**config.mk**
```make
export PLATFORM = sky130hd
export DESIGN_NAME = dsi_line_packetizer
export DESIGN_NICKNAME = d
export VERILOG_FILES = /design/src/rtl/dsi_line_packetizer.sv
export SDC_FILE = /design/constraint.sdc
export NUM_CORES = 1
export LEC_CHECK = 0
export BUFFER_PORTS_ARGS = -buffer_cell sky130_fd_sc_hd__buf_2
export CAP_MARGIN = 40
export CORE_MARGIN = 3
export CORE_UTILIZATION = 57
export DETAILED_ROUTE_END_ITERATION = 16
export GPL_ROUTABILITY_DRIVEN = 1
export GPL_TIMING_DRIVEN = 0
export HOLD_SLACK_MARGIN = 0.15
export PLACE_DENSITY = 0.87
export SLEW_MARGIN = 20
export SYNTH_ARGS = -nofsm -noshare
export SYNTH_HDL_FRONTEND = slang
export SYNTH_SLANG_ARGS = --single-unit
```
**constraint.sdc**
```tcl
create_clock -name clk -period 3.46 [get_ports clk]
set_input_delay 0.692 -clock clk [delete_from_list [all_inputs] [get_ports clk]]
set_output_delay 0.692 -clock clk [all_outputs]
set_load 0.01 [all_outputs]
```
**src/rtl/dsi_line_packetizer.sv**
```systemverilog
// DSI line packetizer: wraps a packed RGB888 word stream into one VSS short
// packet per frame and one RGB888 long packet (DI 0x3E) per line, with
// header ECC and payload CRC-16. Payload words pass through with no latency.
module dsi_line_packetizer #(
  parameter int         LINE_BYTES = 2880,
  parameter logic [1:0] VC         = 2'd0
) (
  input  logic        clk,
  input  logic        rst,
  input  logic [31:0] in_avl_st_data,
  input  logic        in_avl_st_valid,
  input  logic        in_avl_st_startofpacket,
  input  logic        in_avl_st_endofpacket,
  output logic        in_avl_st_ready,
  output logic [31:0] out_avl_st_data,
  output logic        out_avl_st_valid,
  output logic        out_avl_st_startofpacket,
  output logic        out_avl_st_endofpacket,
  output logic [1:0]  out_avl_st_empty,
  input  logic        out_avl_st_ready,
  output logic        status_line_err
);

  localparam int          WPL      = LINE_BYTES / 4;
  localparam logic [13:0] LAST_CNT = 14'(WPL - 1);
  localparam logic [15:0] WC       = 16'(LINE_BYTES);

  typedef enum logic [2:0] {
    S_IDLE, S_VSS, S_HDR, S_PAYLOAD, S_PAD, S_FOOTER
  } state_t;

  state_t      state_q, state_d;
  logic [15:0] crc_q, crc_d;
  logic [13:0] cnt_q, cnt_d;
  logic        frame_done_q, frame_done_d;
  logic        line_err_q, line_err_d;
  // High until the frame's opening (sop) word has been consumed, so only a
  // later sop counts as a mid-frame restart.
  logic        first_q, first_d;

  logic [23:0] hdr;
  logic [7:0]  ecc;

  // Reflected CRC-16 (0x8408) over 32 bits, byte [7:0] first, LSB first.
  function automatic logic [15:0] crc16_word(input logic [15:0] crc_in,
                                             input logic [31:0] data);
    logic [15:0] c;
    c = crc_in;
    for (int i = 0; i < 32; i++) begin
      if (c[0] ^ data[i]) c = (c >> 1) ^ 16'h8408;
      else                c = c >> 1;
    end
    return c;
  endfunction

  // DSI 6-bit Hamming ECC; each mask selects the header bits of one parity.
  function automatic logic [7:0] dsi_ecc(input logic [23:0] h);
    return {2'b00,
            ^(h & 24'hEFFC00), ^(h & 24'hDF03F0), ^(h & 24'hB8E38E),
            ^(h & 24'h749A6D), ^(h & 24'hF2555B), ^(h & 24'hF12CB7)};
  endfunction

  // Header fields depend only on the registered state and parameters.
  always_comb begin
    if (state_q == S_VSS) hdr = {16'h0000, VC, 6'h01};
    else                  hdr = {WC, VC, 6'h3E};
    ecc = dsi_ecc(hdr);
  end

  // Next-state, CRC/counter update and output decode; reset forces outputs low.
  always_comb begin
    state_d                  = state_q;
    crc_d                    = crc_q;
    cnt_d                    = cnt_q;
    frame_done_d             = frame_done_q;
    line_err_d               = line_err_q;
    first_d                  = first_q;
    in_avl_st_ready          = 1'b0;
    out_avl_st_data          = 32'h0;
    out_avl_st_valid         = 1'b0;
    out_avl_st_startofpacket = 1'b0;
    out_avl_st_endofpacket   = 1'b0;
    out_avl_st_empty         = 2'd0;

    case (state_q)
      S_IDLE: begin
        in_avl_st_ready = 1'b1;
        if (in_avl_st_valid && in_avl_st_startofpacket) begin
          // The sop word stays on the bus; it is consumed as the first payload word.
          in_avl_st_ready = 1'b0;
          first_d         = 1'b1;
          state_d         = S_VSS;
        end
      end
      S_VSS: begin
        out_avl_st_valid         = 1'b1;
        out_avl_st_data          = {ecc, hdr};
        out_avl_st_startofpacket = 1'b1;
        out_avl_st_endofpacket   = 1'b1;
        if (out_avl_st_ready) state_d = S_HDR;
      end
      S_HDR: begin
        out_avl_st_valid         = 1'b1;
        out_avl_st_data          = {ecc, hdr};
        out_avl_st_startofpacket = 1'b1;
        if (out_avl_st_ready) begin
          crc_d   = 16'hFFFF;
          cnt_d   = 14'd0;
          state_d = S_PAYLOAD;
        end
      end
      S_PAYLOAD: begin
        out_avl_st_valid = in_avl_st_valid;
        out_avl_st_data  = in_avl_st_data;
        in_avl_st_ready  = out_avl_st_ready;
        if (in_avl_st_valid && out_avl_st_ready) begin
          crc_d   = crc16_word(crc_q, in_avl_st_data);
          cnt_d   = cnt_q + 14'd1;
          first_d = 1'b0;
          if (in_avl_st_startofpacket && !first_q) line_err_d = 1'b1;
          if (cnt_q == LAST_CNT) begin
            if (in_avl_st_endofpacket) frame_done_d = 1'b1;
            state_d = S_FOOTER;
          end else if (in_avl_st_endofpacket) begin
            line_err_d   = 1'b1;
            frame_done_d = 1'b1;
            state_d      = S_PAD;
          end
        end
      end
      S_PAD: begin
        out_avl_st_valid = 1'b1;
        if (out_avl_st_ready) begin
          crc_d = crc16_word(crc_q, 32'h0);
          cnt_d = cnt_q + 14'd1;
          if (cnt_q == LAST_CNT) state_d = S_FOOTER;
        end
      end
      S_FOOTER: begin
        out_avl_st_valid       = 1'b1;
        out_avl_st_data        = {16'h0000, crc_q};
        out_avl_st_endofpacket = 1'b1;
        out_avl_st_empty       = 2'd2;
        if (out_avl_st_ready) begin
          if (frame_done_q) begin
            frame_done_d = 1'b0;
            state_d      = S_IDLE;
          end else begin
            state_d = S_HDR;
          end
        end
      end
      default: state_d = S_IDLE;
    endcase

    if (rst) begin
      in_avl_st_ready          = 1'b0;
      out_avl_st_data          = 32'h0;
      out_avl_st_valid         = 1'b0;
      out_avl_st_startofpacket = 1'b0;
      out_avl_st_endofpacket   = 1'b0;
      out_avl_st_empty         = 2'd0;
    end
  end

  // State registers with synchronous reset.
  always_ff @(posedge clk) begin
    if (rst) begin
      state_q      <= S_IDLE;
      crc_q        <= 16'hFFFF;
      cnt_q        <= 14'd0;
      frame_done_q <= 1'b0;
      line_err_q   <= 1'b0;
      first_q      <= 1'b0;
    end else begin
      state_q      <= state_d;
      crc_q        <= crc_d;
      cnt_q        <= cnt_d;
      frame_done_q <= frame_done_d;
      line_err_q   <= line_err_d;
      first_q      <= first_d;
    end
  end

  assign status_line_err = line_err_q;

endmodule

```
==> report_table.html, run 1 <==
<table>
<tr><th>Metric</th><th>Value</th></tr>
<tr><th colspan="2">Floorplan</th></tr>
<tr><td>Area of the placeable core</td><td>6830 µm²</td></tr>
<tr><td>Horizontal extent of the die</td><td>~90 µm</td></tr>
<tr><td>Number of I/O pins</td><td>between 70 and 80</td></tr>
<tr><td>Number of cell rows</td><td>30</td></tr>
<tr><td>Vertical die dimension</td><td>90.2 µm</td></tr>
<tr><td>Area of the die</td><td>8140 µm²</td></tr>
<tr><td>Effective utilization at floorplan</td><td>0.592</td></tr>
<tr><th colspan="2">Worst setup path</th></tr>
<tr><td>Worst endpoint data arrival time</td><td>2440 ps</td></tr>
<tr><td>Largest fanout on the critical path</td><td>10</td></tr>
<tr><td>Critical path startpoint category</td><td>register</td></tr>
<tr><td>Required time of the worst setup path</td><td>2770 ps</td></tr>
<tr><td>Critical path class</td><td>reg -&gt; out</td></tr>
<tr><td>CP Capture Type</td><td>output port</td></tr>
<tr><th colspan="2">GRT</th></tr>
<tr><td>Number of global-route vias before repair</td><td>3,634</td></tr>
<tr><td>GRT Total Usage</td><td>0.284</td></tr>
<tr><td>Met3 usage in global routing</td><td>0.0728</td></tr>
<tr><td>Global-route track usage on met2</td><td>0.482</td></tr>
<tr><td>Wire length of the first global-routing pass</td><td>18.5 mm</td></tr>
<tr><td>Overflow after GRT</td><td>0</td></tr>
<tr><td>Antenna violations before repair</td><td>0</td></tr>
<tr><td>Pin count of the biggest net entering global routing</td><td>14</td></tr>
<tr><td>Global-route track usage on met1</td><td>0.351</td></tr>
<tr><td>Global routing's busiest layer</td><td>met2</td></tr>
<tr><th colspan="2">Worst hold path</th></tr>
<tr><td>Worst Hold Class</td><td>reg -&gt; reg</td></tr>
<tr><th colspan="2">Clocking</th></tr>
<tr><td>CTS buffer count</td><td>5</td></tr>
<tr><td>TritonCTS clock tree</td><td>yes</td></tr>
<tr><td>Post-CTS Setup Bufs</td><td>0</td></tr>
<tr><td>Clock net sink count</td><td>36</td></tr>
<tr><td>Worst-skew pair later-pin latency</td><td>slightly below 300 ps</td></tr>
<tr><td>Max H-tree Level</td><td>2</td></tr>
<tr><td>Clock root buffer</td><td>clkbuf_8</td></tr>
<tr><td>Number of buffers inserted for hold repair after clock tree synthesis</td><td>0</td></tr>
<tr><td>Worst-case clock buffer depth</td><td>2</td></tr>
<tr><td>CTS clock-pin slew for the worst setup and hold paths</td><td>around 90 ps</td></tr>
<tr><th colspan="2">Synth</th></tr>
<tr><td>Post-synth EDFFs</td><td>0</td></tr>
<tr><td>Total standard cell area after synthesis</td><td>between 4000 and 5000 µm²</td></tr>
<tr><td>Number of different library cells in the post-synthesis netlist</td><td>between 50 and 60</td></tr>
<tr><td>Count of yosys warnings during synthesis</td><td>0</td></tr>
<tr><td>Post-Synthesis Mean Instance Area</td><td>around 8.9 µm²</td></tr>
<tr><td>Synthesized net count</td><td>494</td></tr>
<tr><td>Post-synth ARST share</td><td>0</td></tr>
<tr><td>Fraction of the yosys area taken by sequential cells</td><td>0.178</td></tr>
<tr><td>Dominant synthesized flop cell</td><td>dfxtp_1</td></tr>
<tr><td>Gate count after technology mapping</td><td>455</td></tr>
<tr><td>Post-synthesis register bit count</td><td>36</td></tr>
<tr><th colspan="2">Layout</th></tr>
<tr><td>Commonest non-fill, non-tap cell in the layout</td><td>xnor2_1</td></tr>
<tr><td>Fraction of final layout cells sized beyond drive strength 1</td><td>0.230</td></tr>
<tr><td>Total Nets Final</td><td>~580</td></tr>
<tr><td>Highest-count cells in the layout ignoring fill and taps</td><td>xnor2_1, buf_2, nor2_1, dfxtp_1, xor2_1</td></tr>
<tr><td>Relative area change from synthesis to final layout</td><td>14.7%</td></tr>
<tr><td>Final antenna diode count</td><td>0</td></tr>
<tr><td>Filler instances</td><td>576</td></tr>
<tr><th colspan="2">Power and ir drop</th></tr>
<tr><td>Worst-case vdd ir drop</td><td>0.324 mV</td></tr>
<tr><td>Leakage component of the power</td><td>roughly 0.0020 µW</td></tr>
<tr><td>Ratio of total power to cell area</td><td>595 nW/µm²</td></tr>
<tr><th colspan="2">Placement</th></tr>
<tr><td>Gpl congestion</td><td>0.983</td></tr>
<tr><td>Count of buffers inserted at the top-level ports</td><td>75</td></tr>
<tr><td>HPWL after detailed placement</td><td>8.97 mm</td></tr>
<tr><td>Worst slack at placement</td><td>103 ps</td></tr>
<tr><th colspan="2">STA</th></tr>
<tr><td>Final Setup Violations</td><td>0</td></tr>
<tr><td>Final Max Slew Viols</td><td>0</td></tr>
<tr><td>Final clock period utilization by the worst path</td><td>0.905</td></tr>
<tr><td>Final Hold Viols</td><td>0</td></tr>
<tr><td>Max Fclk</td><td>319 MHz</td></tr>
<tr><td>Worst Tran Pin Value</td><td>866 ps</td></tr>
<tr><td>Final WS setup</td><td>330 ps</td></tr>
<tr><td>Worst Skew</td><td>11.6 ps</td></tr>
<tr><td>RSZ-0062 raised after global routing</td><td>false</td></tr>
<tr><td>Final total negative setup slack</td><td>0 ps</td></tr>
<tr><td>Rel. slew slack</td><td>0.418</td></tr>
<tr><td>Minimum period implied by the final worst setup slack</td><td>between 3000 and 4000 ps</td></tr>
<tr><th colspan="2">Detailed routing</th></tr>
<tr><td>Via density</td><td>5.82</td></tr>
<tr><td>Pre-Repair DR Iteration Count</td><td>6</td></tr>
<tr><td>Wire length per cell</td><td>18.2 µm</td></tr>
<tr><td>Routed vias</td><td>3,698</td></tr>
<tr><td>Final wirelength</td><td>11.6 mm</td></tr>
<tr><td>Iter 0 DRT Violations</td><td>approximately 270</td></tr>
<tr><td>DRC violation count after routing</td><td>0</td></tr>
<tr><td>Antenna Nets Post-Route</td><td>0</td></tr>
<tr><th colspan="2">Outcome</th></tr>
<tr><td>Result of the run</td><td>completed</td></tr>
<tr><th colspan="2">Job</th></tr>
<tr><td>Maxcap violations</td><td>0</td></tr>
</table>
## sequential cells by signal, summed over array words and instances (netlist names)
name,flops
frame_done_q,1
status_line_err,1
crc_q,16
cnt_q,14
first_q,1
state_q,3
## stage by stage
| stage | instance area (µm²) | power, µW | hold WS, ps | instances | util |
|---|---|---|---|---|---|
| 2_1_floorplan | 4040 | 2010 | 455 | 455 | - |
| 5_1_grt | 4640 | 2860 | 525 | 635 | 0.679 |
| 3_5_place_dp | 4540 | 2390 | 461 | 627 | 0.665 |
| 4_1_cts | 4640 | 2720 | 484 | 635 | 0.679 |
| 6_report | 4640 | 2760 | 479 | 635 | 0.679 |
| 3_3_place_gp | 4540 | 2370 | 456 | 626 | 0.664 |
## Yosys cell counts, types with 2 or more instances
| master | number | share of area |
|---|---|---|
| o21a_1 | 9 | 0.017 |
| a31oi_1 | 4 | 0.0062 |
| and4_1 | 2 | 0.0043 |
| and2_1 | 10 | 0.015 |
| a211o_1 | 3 | 0.0065 |
| o211ai_1 | 3 | 0.0056 |
| a21oi_1 | 23 | 0.028 |
| buf_6 | 3 | 0.0084 |
| nand2_1 | 29 | 0.027 |
| xnor2_2 | 9 | 0.036 |
| xor2_1 | 30 | 0.065 |
| and3_1 | 6 | 0.0093 |
| a221oi_1 | 2 | 0.0043 |
| xnor3_1 | 20 | 0.11 |
| inv_1 | 8 | 0.0074 |
| dfxtp_1 | 36 | 0.18 |
| o21ai_0 | 23 | 0.028 |
| buf_4 | 10 | 0.019 |
| a211oi_1 | 6 | 0.011 |
| buf_2 | 2 | 0.0025 |
| xor3_1 | 2 | 0.012 |
| nor4_1 | 2 | 0.0031 |
| xnor3_2 | 4 | 0.024 |
| nor2_1 | 40 | 0.037 |
| nand2b_1 | 3 | 0.0046 |
| o221ai_1 | 4 | 0.0087 |
| a22oi_1 | 10 | 0.019 |
| clkbuf_1 | 18 | 0.017 |
| nand3_1 | 9 | 0.011 |
| nor3_1 | 7 | 0.0087 |
| xor2_2 | 3 | 0.012 |
| xnor2_1 | 91 | 0.20 |
## repair_timing
action | CTS | global route
setup endpoints to repair | 8 | 10
gates cloned | 0 | 0
resized for setup | 1 | 2
endpoints found under the hold margin | 0 | 0
## final timing paths
check / startpoint / cells after the start / slack (ps) / end
hold reg to reg: status_line_err / 2 / 480 / status_line_err
setup reg to reg: crc_q[1] / 8 / 490 / crc_q[10]
setup / recovery: state_q[1] / 7 / 330 / out_avl_st_data[3]
hold / removal: status_line_err / 2 / 480 / status_line_err
## cell families after synthesis
group | count (synthesis) | synth area share
other | 1 | 0.000928
flip-flops | 36 | 0.178
AND/OR/NAND/NOR | 116 | 0.134
buffers and inverters | 42 | 0.0545
XOR/XNOR | 161 | 0.471
AO/OA/AOI/OAI | 98 | 0.158
adder cells (fa/ha/maj) | 1 | 0.00309
## per-layer routing
layer	wire, µm	vias up
li1	-	1719
met1	4570	1716
met2	5560	224
met3	1090	39
met4	346	0
met5	0	-
## where the power goes
group          internal, µW  switching (µW)  total, µW
clock                   143             170        313
combinational          1020             987       2010
sequential              429            10.1        439
total                  1590            1170       2760
## layout make-up
cell class,count,area (µm²),area share
Clock inverter,3,21.3,0.00459
Tap cell,96,120,0.0259
Clock buffer,5,68.8,0.0148
Timing Repair Buffer,76,380,0.0820
Multi-Input combinational cell,377,3100,0.669
Sequential cell,36,721,0.155
Buffer,33,188,0.0405
Inverter,9,33.8,0.00729
## worst max-delay path: stages, from the launching register on
cell      delay [ps]
dfxtp_1          320
clkbuf_1         260
nor2b_1          210
clkbuf_2         300
clkbuf_1         430
o21ai_0          190
a21oi_1          250
buf_2            170
(Power assumes the default switching activity.)
==> run 2, diff against run 1 <==
==> constraint.sdc (replaced) <==
create_clock -name clk -period 2.9 [get_ports clk]
set_input_delay 0.58 -clock clk [delete_from_list [all_inputs] [get_ports clk]]
set_output_delay 0.58 -clock clk [all_outputs]
set_load 0.01 [all_outputs]
==> report_table.html, run 2 (synthesized netlist as in run 1, its figures left out) <==
<table>
<tr><th>Metric</th><th>Value</th></tr>
<tr><th colspan="2">Layout</th></tr>
<tr><td>Final antenna diode count</td><td>0 (unchanged)</td></tr>
<tr><td>Layout Utilization</td><td>0.692 (+0.0128)</td></tr>
<tr><td>Relative area change from synthesis to final layout</td><td>16.9%</td></tr>
<tr><td>Highest-count cells in the layout ignoring fill and taps</td><td>xnor2_1, buf_2, nor2_1, dfxtp_1</td></tr>
<tr><td>Largest registers in the final layout</td><td>crc_q x16, cnt_q x14, state_q x3</td></tr>
<tr><td>Register with the most flip-flops</td><td>crc_q</td></tr>
<tr><td>Final non-filler cell area</td><td>4720 µm² (+1.9%)</td></tr>
<tr><td>Total Nets Final</td><td>579 (+0.35%)</td></tr>
<tr><td>Max FFs per register</td><td>16 (unchanged)</td></tr>
<tr><td>Fraction of final layout cells sized beyond drive strength 1</td><td>0.251 (+0.0213)</td></tr>
<tr><td>Commonest non-fill, non-tap cell in the layout</td><td>xnor2_1</td></tr>
<tr><th colspan="2">STA</th></tr>
<tr><td>Final Setup Violations</td><td>0 (unchanged)</td></tr>
<tr><td>Final WS setup</td><td>11.3 ps (-318 ps)</td></tr>
<tr><td>Worst Tran Pin Value</td><td>862 ps (-3.95 ps)</td></tr>
<tr><td>Final Hold Viols</td><td>0 (unchanged)</td></tr>
<tr><td>Final clock period utilization by the worst path</td><td>0.996</td></tr>
<tr><td>Minimum period implied by the final worst setup slack</td><td>2890 ps</td></tr>
<tr><td>Final Max Slew Viols</td><td>0 (unchanged)</td></tr>
<tr><td>Worst Skew</td><td>12.8 ps (+1.25 ps)</td></tr>
<tr><td>Final total negative setup slack</td><td>0 ps (unchanged)</td></tr>
<tr><td>Max Fclk</td><td>346 MHz</td></tr>
<tr><td>Rel. slew slack</td><td>0.421 (+0.00266)</td></tr>
<tr><th colspan="2">Detailed routing</th></tr>
<tr><td>Final wirelength</td><td>11.8 mm (+1.9%)</td></tr>
<tr><td>Via density</td><td>5.87 (+0.82%)</td></tr>
<tr><td>Iter 0 DRT Violations</td><td>386 (+45%)</td></tr>
<tr><td>Wire length per cell</td><td>18.5 µm (+1.6%)</td></tr>
<tr><td>Pre-Repair DR Iteration Count</td><td>5 (-1)</td></tr>
<tr><td>DRC violation count after routing</td><td>0 (unchanged)</td></tr>
<tr><td>Routed vias</td><td>3,740 (+1.1%)</td></tr>
<tr><td>Antenna Nets Post-Route</td><td>0 (unchanged)</td></tr>
<tr><th colspan="2">Power and ir drop</th></tr>
<tr><td>Portion of total power attributed to the clock network</td><td>0.111 (-0.002)</td></tr>
<tr><td>Psw</td><td>1450 µW (+24%)</td></tr>
<tr><td>Ratio of total power to cell area</td><td>725 nW/µm² (+22%)</td></tr>
<tr><td>Internal power component</td><td>1980 µW (+24%)</td></tr>
<tr><td>Share of total power in sequential cells</td><td>0.153 (-0.006)</td></tr>
<tr><td>Worst-case vdd ir drop</td><td>0.398 mV (+23%)</td></tr>
<tr><td>Proportion of total power due to net switching</td><td>0.423 (-0.000571)</td></tr>
<tr><td>Leakage component of the power</td><td>0.00207 µW (+2.2%)</td></tr>
<tr><td>Combinational cell fraction of total power</td><td>0.736 (+0.009)</td></tr>
<tr><td>Total chip power</td><td>3420 µW (+24%)</td></tr>
<tr><th colspan="2">GRT</th></tr>
<tr><td>Overflow after GRT</td><td>0 (unchanged)</td></tr>
<tr><td>Number of global-route vias before repair</td><td>3,643 (+0.25%)</td></tr>
<tr><td>GRT Total Usage</td><td>0.286 (+0.00210)</td></tr>
<tr><td>Pin count of the biggest net entering global routing</td><td>14 (unchanged)</td></tr>
<tr><td>Wire length of the first global-routing pass</td><td>18.5 mm (+0.26%)</td></tr>
<tr><td>Antenna violations before repair</td><td>0 (unchanged)</td></tr>
<tr><th colspan="2">Clocking</th></tr>
<tr><td>CTS clock-pin slew for the worst setup and hold paths</td><td>90 ps (about the same)</td></tr>
<tr><td>Worst-skew pair later-pin latency</td><td>300 ps (about the same)</td></tr>
<tr><td>Clock net sink count</td><td>36 (unchanged)</td></tr>
<tr><td>Max H-tree Level</td><td>2 (unchanged)</td></tr>
<tr><td>TritonCTS clock tree</td><td>yes</td></tr>
<tr><td>Number of buffers inserted for hold repair after clock tree synthesis</td><td>0 (unchanged)</td></tr>
<tr><td>Worst-case clock buffer depth</td><td>2 (unchanged)</td></tr>
<tr><td>CTS buffer count</td><td>5 (unchanged)</td></tr>
<tr><td>Clock root buffer</td><td>clkbuf_8</td></tr>
<tr><th colspan="2">Floorplan</th></tr>
<tr><td>Vertical die dimension</td><td>90.2 µm (unchanged)</td></tr>
<tr><td>Number of cell rows</td><td>30 (unchanged)</td></tr>
<tr><td>Horizontal extent of the die</td><td>90.2 µm (unchanged)</td></tr>
<tr><td>Area of the die</td><td>8140 µm² (unchanged)</td></tr>
<tr><td>Number of I/O pins</td><td>77 (unchanged)</td></tr>
<tr><td>Area of the placeable core</td><td>6830 µm² (unchanged)</td></tr>
<tr><td>Effective utilization at floorplan</td><td>0.592 (unchanged)</td></tr>
<tr><th colspan="2">Outcome</th></tr>
<tr><td>Result of the run</td><td>completed</td></tr>
<tr><th colspan="2">Placement</th></tr>
<tr><td>Count of buffers inserted at the top-level ports</td><td>75 (unchanged)</td></tr>
<tr><td>HPWL after detailed placement</td><td>8.97 mm (unchanged)</td></tr>
<tr><td>Total placed instance area</td><td>4540 µm² (unchanged)</td></tr>
<tr><td>Worst slack at placement</td><td>-345 ps (-448 ps)</td></tr>
<tr><td>Gpl congestion</td><td>0.983 (unchanged)</td></tr>
<tr><th colspan="2">Worst hold path</th></tr>
<tr><td>Worst Hold Class</td><td>reg -&gt; reg</td></tr>
<tr><th colspan="2">Worst setup path</th></tr>
<tr><td>CP Capture Type</td><td>register</td></tr>
<tr><td>Critical path startpoint category</td><td>register</td></tr>
<tr><td>Cell with the largest stage delay on the worst path</td><td>xnor3_2</td></tr>
<tr><td>Largest fanout on the critical path</td><td>6 (-4)</td></tr>
<tr><td>Kind of cell adding the most delay to the critical path</td><td>XOR/XNOR gates</td></tr>
<tr><td>Critical path buffer and inverter count</td><td>1 (-3)</td></tr>
<tr><td>Worst endpoint data arrival time</td><td>3070 ps (+630 ps)</td></tr>
<tr><td>Critical-path cell list</td><td>buf_6 &gt; xnor2_4 &gt; xnor3_2 &gt; xnor3_1 &gt; xnor3_2 &gt; xnor3_1 &gt; a221oi_2 &gt; a211o_1</td></tr>
<tr><td>Critical path class</td><td>reg -&gt; reg</td></tr>
<tr><td>Stage delay of the slowest cell on the critical path</td><td>470 ps (+40 ps)</td></tr>
<tr><td>Required time of the worst setup path</td><td>3080 ps (+310 ps)</td></tr>
<tr><th colspan="2">Job</th></tr>
<tr><td>Maxcap violations</td><td>0 (unchanged)</td></tr>
</table>
## run 2: final timing paths
| path | slack [ps] | startpoint | end | depth (start not counted) |
|---|---|---|---|---|
| min | 480 | status_line_err | status_line_err | 2 |
| max reg2reg | 10 | crc_q[9] | crc_q[10] | 8 |
| min reg2reg | 480 | status_line_err | status_line_err | 2 |
| max | 10 | crc_q[9] | crc_q[10] | 8 |
## run 2: per-stage QoR
step                instances  hold slack [ps]
floorplan                 455              455
detailed placement        627              461
global route              637              525
CTS                       636              484
finish                    637              478
global placement          626              456
## run 2: layer usage
metal,share of wire,vias to the layer above,GRT usage
met1,0.40,1766,0.362
met5,0,-,0
met2,0.48,220,0.480
li1,-,1712,-
met4,0.032,0,0.107
met3,0.089,42,0.0603
## run 2: worst register-to-register path, cell delays in order (launching register included)
cell and delay, ps:
dfxtp_1 320, buf_6 140, xnor2_4 170, xnor3_2 470, xnor3_1 390, xnor3_2 450, xnor3_1 460, a221oi_2 70
a211o_1 300
## run 2: cell type report
type                    count  area [µm²]
flip-flops and latches     36         721
inverters                   9        33.8
well taps                  96         120
clock inverters             3        21.3
clock buffers               5        68.8
plain buffers              33         194
fillers                   554        2110
repair buffers             78         395
multi-input cells         377        3170
## run 2: power groups by stage
stage / Combinational [µW] / Clock (µW) / Sequential, µW
CTS: 2390 / 380 / 523
floorplan: 1870 / 0 / 532
detailed placement: 2320 / 0 / 535
global placement: 2300 / 0 / 535
global route: 2610 / 396 / 527
finish: 2520 / 378 / 524
## run 2: timing repair
| action | CTS | global route |
|---|---|---|
| endpoints found under the hold margin | 0 | 0 |
| setup endpoints to repair | 20 | 13 |
| setup buffers | 1 | 1 |
| resized for setup | 10 | 7 |
| pin swaps | 2 | 3 |
==> run 3, diff against run 2 <==
--- a/config.mk
+++ b/config.mk
@@ -7,6 +7,7 @@
 export LEC_CHECK = 0
 export BUFFER_PORTS_ARGS = -buffer_cell sky130_fd_sc_hd__buf_2
 export CAP_MARGIN = 40
+export CORE_ASPECT_RATIO = 1.25
 export CORE_MARGIN = 3
 export CORE_UTILIZATION = 57
 export DETAILED_ROUTE_END_ITERATION = 16
==> report_table.html, run 3 (synthesized netlist as in run 1, its figures left out) <==
<table>
<tr><th>Metric</th><th>Value</th></tr>
<tr><th colspan="2">Outcome</th></tr>
<tr><td>Result of the run</td><td>completed</td></tr>
<tr><th colspan="2">STA</th></tr>
<tr><td>Final WS setup</td><td>115 ps (+103 ps)</td></tr>
<tr><td>Rel. slew slack</td><td>0.508 (+0.0869)</td></tr>
<tr><td>Final Setup Violations</td><td>0 (unchanged)</td></tr>
<tr><td>Max Fclk</td><td>359 MHz (+3.7%)</td></tr>
<tr><td>Worst Tran Pin Value</td><td>735 ps (-126 ps)</td></tr>
<tr><td>Worst Skew</td><td>17.2 ps (+4.44 ps)</td></tr>
<tr><td>Final clock period utilization by the worst path</td><td>0.960 (-0.0357)</td></tr>
<tr><td>Final Max Slew Viols</td><td>0 (unchanged)</td></tr>
<tr><td>Final Hold Viols</td><td>0 (unchanged)</td></tr>
<tr><td>Hold Slack</td><td>490 ps (+12.2 ps)</td></tr>
<tr><td>Minimum period implied by the final worst setup slack</td><td>2790 ps (-103 ps)</td></tr>
<tr><td>RSZ-0062 raised after global routing</td><td>false</td></tr>
<tr><td>Final total negative setup slack</td><td>0 ps (unchanged)</td></tr>
<tr><th colspan="2">Power and ir drop</th></tr>
<tr><td>Leakage component of the power</td><td>0.00207 µW (-0.11%)</td></tr>
<tr><td>Ratio of total power to cell area</td><td>718 nW/µm² (-0.86%)</td></tr>
<tr><td>Internal power component</td><td>2010 µW (+1.6%)</td></tr>
<tr><td>Proportion of total power due to net switching</td><td>0.405 (-0.0171)</td></tr>
<tr><td>Combinational cell fraction of total power</td><td>0.710 (-0.026)</td></tr>
<tr><td>Share of total power in sequential cells</td><td>0.156 (+0.003)</td></tr>
<tr><td>Portion of total power attributed to the clock network</td><td>0.134 (+0.023)</td></tr>
<tr><td>Worst-case vdd ir drop</td><td>0.476 mV (+20%)</td></tr>
<tr><td>Psw</td><td>1370 µW (-5.3%)</td></tr>
<tr><th colspan="2">GRT</th></tr>
<tr><td>Overflow after GRT</td><td>0 (unchanged)</td></tr>
<tr><td>Pin count of the biggest net entering global routing</td><td>13 (-1)</td></tr>
<tr><td>Number of global-route vias before repair</td><td>3,493 (-4.1%)</td></tr>
<tr><td>Wire length of the first global-routing pass</td><td>17.4 mm (-6.2%)</td></tr>
<tr><td>Antenna violations before repair</td><td>0 (unchanged)</td></tr>
<tr><td>GRT Total Usage</td><td>0.279 (-0.00705)</td></tr>
<tr><th colspan="2">Detailed routing</th></tr>
<tr><td>Wire length per cell</td><td>17.8 µm (-3.7%)</td></tr>
<tr><td>Routed vias</td><td>3,662 (-2.1%)</td></tr>
<tr><td>Via density</td><td>5.84 (-0.52%)</td></tr>
<tr><td>DRC violation count after routing</td><td>0 (unchanged)</td></tr>
<tr><td>Final wirelength</td><td>11.2 mm (-5.2%)</td></tr>
<tr><td>Iter 0 DRT Violations</td><td>265 (-31%)</td></tr>
<tr><td>Pre-Repair DR Iteration Count</td><td>5 (unchanged)</td></tr>
<tr><td>Antenna Nets Post-Route</td><td>0 (unchanged)</td></tr>
<tr><th colspan="2">Floorplan</th></tr>
<tr><td>Horizontal extent of the die</td><td>81.3 µm (-9.9%)</td></tr>
<tr><td>Area of the die</td><td>8150 µm² (about the same)</td></tr>
<tr><td>Number of I/O pins</td><td>77 (unchanged)</td></tr>
<tr><td>Area of the placeable core</td><td>6730 µm² (-1.5%)</td></tr>
<tr><td>Vertical die dimension</td><td>100 µm (+11%)</td></tr>
<tr><td>Number of cell rows</td><td>33 (+10%)</td></tr>
<tr><td>Effective utilization at floorplan</td><td>0.601 (+0.00891)</td></tr>
<tr><th colspan="2">Placement</th></tr>
<tr><td>Total placed instance area</td><td>4530 µm² (-0.36%)</td></tr>
<tr><td>HPWL after detailed placement</td><td>8.71 mm (-2.9%)</td></tr>
<tr><td>Count of buffers inserted at the top-level ports</td><td>75 (unchanged)</td></tr>
<tr><td>Worst slack at placement</td><td>-187 ps (+159 ps)</td></tr>
<tr><td>Gpl congestion</td><td>0.944 (-4.0%)</td></tr>
<tr><th colspan="2">Worst setup path</th></tr>
<tr><td>Critical path class</td><td>reg -&gt; reg</td></tr>
<tr><td>Worst endpoint data arrival time</td><td>2950 ps (-120 ps)</td></tr>
<tr><td>Stage delay of the slowest cell on the critical path</td><td>440 ps (-30 ps)</td></tr>
<tr><td>Critical-path cell list</td><td>buf_6 &gt; xor3_1 &gt; xnor3_1 &gt; xnor3_1 &gt; xnor3_1 &gt; xnor2_1 &gt; xnor2_1 &gt; o21ai_0</td></tr>
<tr><td>Critical path buffer and inverter count</td><td>1 (unchanged)</td></tr>
<tr><td>Kind of cell adding the most delay to the critical path</td><td>XOR/XNOR gates</td></tr>
<tr><td>Critical R2R Launch</td><td>crc_q[3]</td></tr>
<tr><td>Cell mode on critical path</td><td>xnor3_1</td></tr>
<tr><td>FF-to-FF path depth</td><td>8 (unchanged)</td></tr>
<tr><td>Cell with the largest stage delay on the worst path</td><td>xor3_1</td></tr>
<tr><td>Critical path startpoint category</td><td>register</td></tr>
<tr><td>CP Capture Type</td><td>register</td></tr>
<tr><td>Crit. path cell count</td><td>8 (unchanged)</td></tr>
<tr><td>Largest fanout on the critical path</td><td>8 (+2)</td></tr>
<tr><td>Register-to-register setup slack</td><td>110 ps (+100 ps)</td></tr>
<tr><td>Reg-to-reg endpoint</td><td>crc_q[9]</td></tr>
<tr><td>Required time of the worst setup path</td><td>3060 ps (-20 ps)</td></tr>
<tr><th colspan="2">Layout</th></tr>
<tr><td>Largest registers in the final layout</td><td>crc_q x16, cnt_q x14, state_q x3</td></tr>
<tr><td>Commonest non-fill, non-tap cell in the layout</td><td>xnor2_1</td></tr>
<tr><td>Filler instances</td><td>516 (-6.9%)</td></tr>
<tr><td>Relative area change from synthesis to final layout</td><td>16.4%</td></tr>
<tr><td>Register with the most flip-flops</td><td>crc_q</td></tr>
<tr><td>Fraction of final layout cells sized beyond drive strength 1</td><td>0.244 (-0.00694)</td></tr>
<tr><td>Max FFs per register</td><td>16 (unchanged)</td></tr>
<tr><td>Layout Utilization</td><td>0.699 (+0.00744)</td></tr>
<tr><td>Final antenna diode count</td><td>0 (unchanged)</td></tr>
<tr><td>Highest-count cells in the layout ignoring fill and taps</td><td>xnor2_1, buf_2, nor2_1, dfxtp_1</td></tr>
<tr><td>Final non-filler cell area</td><td>4700 µm² (-0.42%)</td></tr>
<tr><td>Total Nets Final</td><td>578 (-0.17%)</td></tr>
<tr><th colspan="2">Worst hold path</th></tr>
<tr><td>Cell count of the worst hold path</td><td>2 (unchanged)</td></tr>
<tr><td>Min-Delay Startpoint</td><td>status_line_err</td></tr>
<tr><td>Hold worst-path end</td><td>status_line_err</td></tr>
<tr><td>Worst Hold Class</td><td>reg -&gt; reg</td></tr>
<tr><th colspan="2">Clocking</th></tr>
<tr><td>Clock net sink count</td><td>36 (unchanged)</td></tr>
<tr><td>CTS clock-pin slew for the worst setup and hold paths</td><td>70 ps (-20 ps)</td></tr>
<tr><td>TritonCTS clock tree</td><td>yes</td></tr>
<tr><td>Clock root buffer</td><td>clkbuf_8</td></tr>
<tr><td>Max H-tree Level</td><td>2 (unchanged)</td></tr>
<tr><td>Worst-case clock buffer depth</td><td>2 (unchanged)</td></tr>
<tr><td>CTS buffer count</td><td>5 (unchanged)</td></tr>
<tr><td>Number of buffers inserted for hold repair after clock tree synthesis</td><td>0 (unchanged)</td></tr>
<tr><td>Worst-skew pair later-pin latency</td><td>300 ps (about the same)</td></tr>
<tr><th colspan="2">Job</th></tr>
<tr><td>Maxcap violations</td><td>0 (unchanged)</td></tr>
</table>
[run 3: power groups by stage]
stage               logic (µW)  registers [µW]  clock network [µW]
detailed placement        2270             535                   0
global route              2490             527                 478
finish                    2400             526                 454
floorplan                 1870             532                   0
CTS                       2320             524                 461
global placement          2250             534                   0
[run 3: tightest hold or removal path, cell delays in order (launching register included)]
cell and delay, ps:
dfxtp_1 330, a21oi_1 40, nor2_1 80
[run 3: routing by layer]
| metal | global-route usage | part of all wire | vias to the layer above |
|---|---|---|---|
| met3 | 0.0395 | 0.069 | 42 |
| met2 | 0.465 | 0.49 | 190 |
| met1 | 0.343 | 0.39 | 1709 |
| met5 | 0 | 0 | - |
| met4 | 0.152 | 0.053 | 0 |
| li1 | - | - | 1721 |
[run 3: metrics by stage]
step | std cells | total power [µW]
after global placement | 617 | 2790
after CTS | 625 | 3300
after detailed placement | 617 | 2810
final | 627 | 3380
after global routing | 627 | 3500
after floorplan | 455 | 2400
[run 3: what timing repair did]
action | CTS | global route
resized for setup | 3 | 8
endpoints found under the setup margin | 19 | 20
pin swaps | 1 | 1
gates cloned | 0 | 0
setup buffers | 0 | 1
[run 3: how the worst max path moves through the flow]
stage,startpoint,end,slack (ps)
after floorplan,in_avl_st_data[8],crc_q[10],160
after global placement,in_avl_st_data[10],crc_q[10],-170
final,crc_q[3],crc_q[9],110
after global routing,crc_q[8],crc_q[10],9
after CTS,crc_q[9],crc_q[10],1
after detailed placement,in_avl_st_data[12],crc_q[10],-190
[run 3: cell type report]
cell class                 count  area [µm²]  area share
buffer                        32         185      0.0394
clock buffer                   5        68.8      0.0146
clock inverter                 3        42.5     0.00904
inverter                       9        33.8     0.00718
multi-input combinational    377        3150       0.670
sequential                    36         721       0.153
tap                           87         109      0.0231
timing repair buffer          78         393      0.0835
